<file path="src/rtl/trace_pkg.sv">
// Shared types and defaults for the core trace capture block.
package trace_pkg;

  localparam int TRACE_DEPTH  = 16;
  localparam int TRACE_DATA_W = 32;
  localparam int TAG_W        = 9;
  localparam int SEQ_W        = 16;

  typedef enum logic [1:0] {
    EV_REG    = 2'b00,
    EV_MEM_RD = 2'b01,
    EV_MEM_WR = 2'b10,
    EV_RSVD   = 2'b11
  } ev_kind_t;

  typedef struct packed {
    ev_kind_t                  kind;
    logic [TAG_W-1:0]          tag;
    logic [TRACE_DATA_W-1:0]   data;
    logic [SEQ_W-1:0]          seq;
  } trace_event_t;

endpackage

</file>
<file path="src/rtl/trace_fifo.sv">
// First-word fall-through event store with two in-order write ports and one read port.
module trace_fifo #(
  parameter int W     = 8,
  parameter int DEPTH = 16
) (
  input  logic                       clk,
  input  logic                       reset,
  input  logic                       push0,
  input  logic [W-1:0]               d0,
  input  logic                       push1,
  input  logic [W-1:0]               d1,
  input  logic                       pop,
  output logic [W-1:0]               head,
  output logic                       valid,
  output logic [$clog2(DEPTH):0]     level
);

  localparam int AW = $clog2(DEPTH);
  localparam int LW = AW + 1;

  logic [W-1:0]  mem [DEPTH];
  logic [AW-1:0] wr_ptr;
  logic [AW-1:0] rd_ptr;

  // Storage is not reset; the valid gate below hides stale contents.
  always_ff @(posedge clk) begin
    if (push0) mem[wr_ptr] <= d0;
    if (push1) mem[wr_ptr + AW'(1)] <= d1;
  end

  always_ff @(posedge clk or negedge reset) begin
    if (!reset) begin
      wr_ptr <= '0;
      rd_ptr <= '0;
      level  <= '0;
    end else begin
      wr_ptr <= wr_ptr + AW'(push0) + AW'(push1);
      rd_ptr <= rd_ptr + AW'(pop);
      level  <= level + LW'(push0) + LW'(push1) - LW'(pop);
    end
  end

  assign valid = (level != '0);
  assign head  = valid ? mem[rd_ptr] : '0;

endmodule

</file>
<file path="src/rtl/trace_capture.sv">
// Detects register write-back and data-memory events, sequences them and queues them for the host.
module trace_capture
  import trace_pkg::*;
#(
  parameter int DATA_W = TRACE_DATA_W,
  parameter int DEPTH  = TRACE_DEPTH
) (
  input  logic                     clk,
  input  logic                     reset,
  input  logic                     capture_en,
  input  logic                     reg_write_sig,
  input  logic [4:0]               reg_num,
  input  logic [DATA_W-1:0]        reg_data,
  input  logic                     wr,
  input  logic                     rd,
  input  logic [8:0]               addr,
  input  logic [DATA_W-1:0]        wr_data,
  input  logic [DATA_W-1:0]        rd_data,
  output logic                     ev_valid,
  input  logic                     ev_ready,
  output logic [1:0]               ev_kind,
  output logic [8:0]               ev_tag,
  output logic [DATA_W-1:0]        ev_data,
  output logic [15:0]              ev_seq,
  output logic [15:0]              drop_cnt,
  output logic [$clog2(DEPTH):0]   level
);

  localparam int LW = $clog2(DEPTH) + 1;
  localparam int EW = 2 + TAG_W + DATA_W + SEQ_W;

  logic              reg_ev;
  logic              mem_ev;
  logic              push0;
  logic              push1;
  logic              pop;
  logic [1:0]        n_det;
  logic [1:0]        n_push;
  logic [1:0]        n_drop;
  logic [LW-1:0]     space;
  logic [SEQ_W-1:0]  seq_cnt;
  ev_kind_t          mem_kind;
  logic [DATA_W-1:0] mem_data;
  logic [EW-1:0]     reg_entry;
  logic [EW-1:0]     mem_entry;
  logic [EW-1:0]     wr_entry0;
  logic [EW-1:0]     head;

  function automatic logic [15:0] sat_add16(input logic [15:0] a, input logic [1:0] b);
    logic [16:0] s;
    s = {1'b0, a} + 17'(b);
    return s[16] ? 16'hFFFF : s[15:0];
  endfunction

  // Stage p0: detection, admission against pre-pop occupancy, and sequence assignment
  always_comb begin
    reg_ev    = capture_en & reg_write_sig & (reg_num != 5'd0);
    mem_ev    = capture_en & (wr | rd);
    mem_kind  = wr ? EV_MEM_WR : EV_MEM_RD;
    mem_data  = wr ? wr_data : rd_data;
    n_det     = {1'b0, reg_ev} + {1'b0, mem_ev};
    space     = LW'(DEPTH) - level;
    push0     = (n_det != 2'd0) && (space != '0);
    push1     = reg_ev && mem_ev && (space >= LW'(2));
    n_push    = {1'b0, push0} + {1'b0, push1};
    n_drop    = n_det - n_push;
    reg_entry = {EV_REG, {4'b0000, reg_num}, reg_data, seq_cnt};
    mem_entry = {mem_kind, addr, mem_data, reg_ev ? seq_cnt + 16'd1 : seq_cnt};
    wr_entry0 = reg_ev ? reg_entry : mem_entry;
    pop       = ev_valid & ev_ready;
  end

  always_ff @(posedge clk or negedge reset) begin
    if (!reset) begin
      seq_cnt  <= '0;
      drop_cnt <= '0;
    end else begin
      seq_cnt  <= seq_cnt + SEQ_W'(n_det);
      drop_cnt <= sat_add16(drop_cnt, n_drop);
    end
  end

  // Stage p1: queued events, head presented fall-through
  trace_fifo #(
    .W     (EW),
    .DEPTH (DEPTH)
  ) u_fifo (
    .clk   (clk),
    .reset (reset),
    .push0 (push0),
    .d0    (wr_entry0),
    .push1 (push1),
    .d1    (mem_entry),
    .pop   (pop),
    .head  (head),
    .valid (ev_valid),
    .level (level)
  );

  assign {ev_kind, ev_tag, ev_data, ev_seq} = head;

endmodule

</file>
<file path="config.mk">
export PLATFORM = sky130hd
export DESIGN_NAME = trace_capture
export DESIGN_NICKNAME = d
export VERILOG_FILES = /design/src/rtl/trace_pkg.sv /design/src/rtl/trace_fifo.sv /design/src/rtl/trace_capture.sv
export SDC_FILE = /design/constraint.sdc
export NUM_CORES = 2
export LEC_CHECK = 0
export CAP_MARGIN = 30
export CELL_PAD_IN_SITES_DETAIL_PLACEMENT = 1
export CELL_PAD_IN_SITES_GLOBAL_PLACEMENT = 2
export CORE_MARGIN = 1
export CORE_UTILIZATION = 45
export DETAILED_ROUTE_END_ITERATION = 10
export DONT_BUFFER_PORTS = 1
export GPL_ROUTABILITY_DRIVEN = 0
export PLACE_DENSITY = 0.79
export SLEW_MARGIN = 5
export SYNTH_ARGS = -nofsm -noshare
export SYNTH_HDL_FRONTEND = slang
export SYNTH_SLANG_ARGS = --single-unit
</file>
<file path="constraint.sdc">
create_clock -name clk -period 20 [get_ports clk]
set_input_delay 6 -clock clk [delete_from_list [all_inputs] [get_ports clk]]
set_output_delay 6 -clock clk [all_outputs]
set_load 0.005 [all_outputs]
</file>
Word-level counts from Yosys, hierarchy flattened

Memories as Yosys holds them, arrays and structs flattened.
Index checks and enable logic that the tools add are counted.

Memories: 1
Input port bits: 117
Output and inout port bits: 81
Logic and storage cells: 43
Bits in writable memories: 944
Register bits after elaboration: 45

$lt $le $gt $ge: 1
Bitwise operators: 5
Multiplexer cells: 10
Reduce and logical (&&, ||, !) cells: 7
Add/subtract/negate cells: 14

Memories:

| memory     | words | bits a word | rd ports | clocked after memory_dff | write ports | line             | RTL |
|---|---|---|---|---|---|---|---|
| u_fifo.mem | 16    | 59          | 1        | 0                        | 2           | trace_fifo.sv:21 | `logic [W-1:0] mem [DEPTH];` |

Operators by type and width:

| kind                                                               | number |
|---|---|
| two-way mux 59 bit                                                 | 2 |
| two-way mux 16 bit                                                 | 2 |
| two-way mux 32 bit                                                 | 1 |
| adder 16 x 2 -> 17 bit                                             | 1 |
| adder 16 x 1 -> 16 bit (second input constant)                     | 1 |
| adder 16 x 2 -> 16 bit                                             | 1 |
| nonzero test 5 bit                                                 | 3 |
| adder 4 x 1 -> 4 bit                                               | 3 |
| adder 5 x 1 -> 5 bit                                               | 2 |
| greater-or-equal comparator 5 x 2 -> 1 bit (second input constant) | 1 |
| subtractor 5 x 1 -> 5 bit                                          | 1 |
| subtractor 5 bit (first input constant)                            | 1 |
| adder 1 x 1 -> 2 bit                                               | 2 |
| adder 4 x 1 -> 4 bit (second input constant)                       | 1 |
| AND 1 bit                                                          | 4 |
| two-way mux 1 bit                                                  | 4 |
| logical AND 1 bit                                                  | 3 |
| two-way mux 2 bit                                                  | 1 |
| nonzero test 2 bit                                                 | 1 |
| subtractor 2 bit                                                   | 1 |
| OR 1 bit                                                           | 1 |

Logic depth before layout (Yosys ltp)

Word-level depth: 9
Mapped depth: 21
Gate-level depth less buffers: 17

Cells and area by module

A second synthesis with hierarchy kept.

Cells, all modules: 3290
Area total of the unflattened synthesis: 51440.6 µm²

Modules (own cells, without submodules):

| module        | cells each | area an instance (µm²) | seq. area each (µm²) | instances |
|---|---|---|---|---|
| trace_fifo    | 2902       | 48455.2                | 28672.5              | 1 |
| trace_capture | 388        | 2985.4                 | 800.8                | 1 |

Worst setup path after synthesis

No wires, ideal clock.

Kind: input port to flip-flop
From: in wr
To: mem u_fifo.mem[1][0] (netlist bit), enable pin
Buffers on the path: 3
Cell stages on the path: 9
Arrival time: 13.483 ns
Setup time: 0.637 ns
Data required time: 19.363 ns
Path slack: 5.880 ns
Cell sequence: buf_2 > clkbuf_1 > o21ai_0 > ha_1 > a41o_1 > clkbuf_1 > inv_1 > nand2_1 > o41ai_1

RTL lines:

| item        | line                | RTL |
|---|---|---|
| from (decl) | trace_capture.sv:14 | `input logic wr,` |
| to (decl)   | trace_fifo.sv:21    |  |

Worst setup path after layout

From: reg u_fifo.rd_ptr[0]
To: out ev_seq[3]

Longest elaborated chain between the ends: 2

Ends and longest elaborated chain:

| item                   | line                | RTL |
|---|---|---|
| from (decl)            | trace_fifo.sv:23    | `logic [AW-1:0] rd_ptr;` |
| from (signal assigned) | trace_fifo.sv:38    | `rd_ptr <= rd_ptr + AW'(pop);` |
| memory (16 x 59 bit)   | n/a                 |  |
| two-way mux 59 bit     | trace_fifo.sv:44    | `assign head = valid ? mem[rd_ptr] : '0;` |
| to (decl)              | trace_capture.sv:24 | `output logic [15:0] ev_seq,` |

No other way between the ends.

==> results.txt <==
Routed len/inst: 32.6 um
Ports: 198
Pre-CTS setup slack: 9.32 ns
Reg-to-reg slack, setup: 15.30 ns
Post-detail-place hpwl: 88000 um
Final ANT Viol Nets: 0
Gr ovfl total: 0
Synthesis-stage register bit count: 989
Critical Path RT: 14.00 ns
WP buf/inv: 3
RSZ-0062 raised after global routing: false
Post-layout minimum cycle time: 10.42 ns
Final Cycle Share: 52.1%
DR vias/cell: 6.20
Register Area: 0.0295 mm2
Synthesized Nets: 3482
Initial Utilization: 45.6%
CORE AREA: 0.111 mm2
Placed cells: 4579
Crit-path cells: buf_12 -> buf_4 -> buf_16 -> a211oi_1 -> a311oi_1 -> a21oi_1 -> o21ai_0
CP delay by family, top: buffers and inverters
Post-layout nets: 3356
XOR/XNOR share of the synthesized area: 4.48%
Slowest stage delay, CP: 0.86 ns
P&R area growth vs syn: 10.0%
Setup TNS: 0 ns
Number of global-route vias before repair: 32.3k
Worst IR Drop VDD: 0.0000790 V
Commonest non-fill, non-tap cell in the layout: edfxtp_1
Initial antenna violation count: 6
Post-Syn Area: 0.0507 mm2
Post-synthesis simple-gate area fraction: 5.08%
Cell area after layout: 0.0558 mm2
Mux cell area share after synthesis: 25.9%
Synthesized area per cell: 15.2 um2
Clk_lat worst skew: 0.71 ns
Lkg Pwr: 19.6 nW
Ys async rst share: 4.55%
Fraction of layout cells with a size suffix above 1: 33.0%
CTS sink count: 989
Power per standard cell area: 128 mW/mm2
Port bufs: 0
HP Class: register to register
Worst Tran Pin Value: 1.03 ns
FMAX: 96.0 MHz
Placed Area: 0.0522 mm2
Die area: 0.114 mm2
Post-cts sizing count: 0
CTS tree: done
Starting DRT DRC Count: 3054
Crit path kind: register to output port
Post-Syn Instances: 3337
Final Hold Fails: 0
Compound-Gate Fraction of Synth Area: 2.40%
Sequential fraction of the synthesis area: 58.1%
Final Setup Violations: 0
WP data arrival: 4.42 ns
Post-Route Skew: 0.0359 ns
Max_cap viols: 0
Yosys warnings: 0
Routed via count: 29.7k
Finished Layout Cells: 4794
Status: finished clean
Global-route wire length before repair: 225000 um
Worst path slowest cell: dfrtp_4
CTS max path bufs: 3
EDFF count, synth: 944
Main synth FF type: edfxtp_1
Final wirelength: 156000 um
Largest net degree at the start of global routing: 123
Main combinational cell family by area after synthesis: multiplexers
Total setup buffers inserted after CTS: 0
Unique cell type count in the Yosys netlist: 60
Worst relative slew slack: 31.0%
H-tree depth: 3
Commonest cells after routing, fill and taps aside: 944 x edfxtp_1, 559 x mux2_2, 252 x nor2_1
Crit path capture type: output port
Multi-input gate area: 0.0199 mm2
Final worst setup slack: 9.58 ns
Share of synthesized cell area in full adder, half adder and majority cells: 0.779%
Crit path launch type: register
Hold bufs inserted after CTS: 0
Die H: 338 um
Fill cell count: 10.4k
Worst-path clk slew: 0.06 ns
Crit-path max FO: 111
Row count: 122
Die X-Extent: 338 um
Total CTS buffers: 111
Tot GR Track Use: 27.5%
Max-slew violations: 0
DRT Pass-1 Iters: 5
CTS Root Buffer Type: clkbuf_16
DRC viols: 0
==> cells in the mapped netlist (all sizes together) (4+ instances only) <==
cell type	instances	area (um2)
o21ai	32	168
and3	8	50.1
o41ai	6	52.6
nand2	82	333
edfxtp	944	28300
a211oi	11	87.6
fa	6	120
nand4	20	131
inv	25	93.8
xnor2	24	218
xor2	235	2060
nor2b	21	131
mux2	624	7060
nand2b	7	43.8
ha	22	275
nand3	21	105
and2	80	500
o22ai	37	231
o211ai	14	105
dfrtp	45	1130
a21oi	45	225
nor3	34	170
clkbuf	143	538
a32oi	14	123
or2	4	25.0
a22oi	9	67.6
a311oi	9	78.8
mux4	214	4820
buf	195	1040
mux2i	125	1250
and4	4	35.0
nor2	257	965
==> path summary, 6_finish.rpt <==
kind                                             from  depth (start not counted)                         end
max reg2reg                 u_fifo.level[1]$_DFF_PN0_                         16      drop_cnt[15]$_DFF_PN0_
min in group asynchronous                       reset                          0      drop_cnt[12]$_DFF_PN0_
max                        u_fifo.rd_ptr[0]$_DFF_PN0_                          7                   ev_seq[3]
max in group asynchronous                       reset                          0  u_fifo.rd_ptr[0]$_DFF_PN0_
min                            drop_cnt[12]$_DFF_PN0_                          1      drop_cnt[12]$_DFF_PN0_
min reg2reg                    drop_cnt[12]$_DFF_PN0_                          1      drop_cnt[12]$_DFF_PN0_
==> report_power, final <==
group | switching, mW | internal, mW
registers | 0.160 | 2.61
clock network | 0.857 | 1.13
logic | 1.45 | 0.953
==> routing by layer <==
layer	wire length [um]	share of wire [%]	up-vias	global-route usage, %
met1	63100	40	15933	35.2
met2	78800	50	1062	47.7
met3	10000	6.4	269	4.90
met5	32	0.020	-	0
met4	4570	2.9	4	8.23
li1	-	-	12446	-
==> final cells by class <==
type / instances / area share [%]
flip-flops and latches: 989 / 52.8
multi-input cells: 1985 / 35.5
clock buffers: 149 / 5.38
well taps: 1488 / 3.33
repair buffers: 99 / 1.94
clock inverters: 57 / 0.831
inverters: 25 / 0.177
diodes: 2 / 0.00896
==> cells by family (layout without fill, tap and decap cells) <==
kind of cell | Yosys count | count (layout)
compound gates | 187 | 187
xor+xnor | 259 | 259
fa+ha+maj | 28 | 28
buf+inv | 363 | 330
flops | 989 | 989
mux | 963 | 963
other cells | 0 | 2
simple gates | 548 | 548
==> state kept, by name (all words and copies together), names as in the netlist <==
register	cells
u_fifo.level	5
u_fifo.mem	944
seq_cnt	16
u_fifo.wr_ptr	4
drop_cnt	16
u_fifo.rd_ptr	4
==> stage by stage <==
step	hold slack, ns	util [%]	power [mW]
after detailed placement	0.574	46.9	5.21
after global routing	0.606	50.2	7.40
final	0.578	50.2	7.16
after global placement	0.572	46.6	5.08
after CTS	0.585	50.0	7.19
after floorplan	0.473	-	4.37
==> worst register-to-register path, stage by stage, from the launching register on <==
cell,delay [ns]
dfrtp_1,0.49
inv_1,0.16
ha_1,0.24
and2_1,0.15
ha_1,0.31
nor3b_1,0.15
nand2_1,0.15
buf_16,0.19
o21ai_2,0.11
fa_1,0.42
xnor2_1,0.65
ha_1,0.30
a21oi_1,0.08
nor3_1,0.65
nor3b_1,0.34
nand3_1,0.11
o21a_1,0.11
Note: power is estimated with default switching activity, not from simulation.
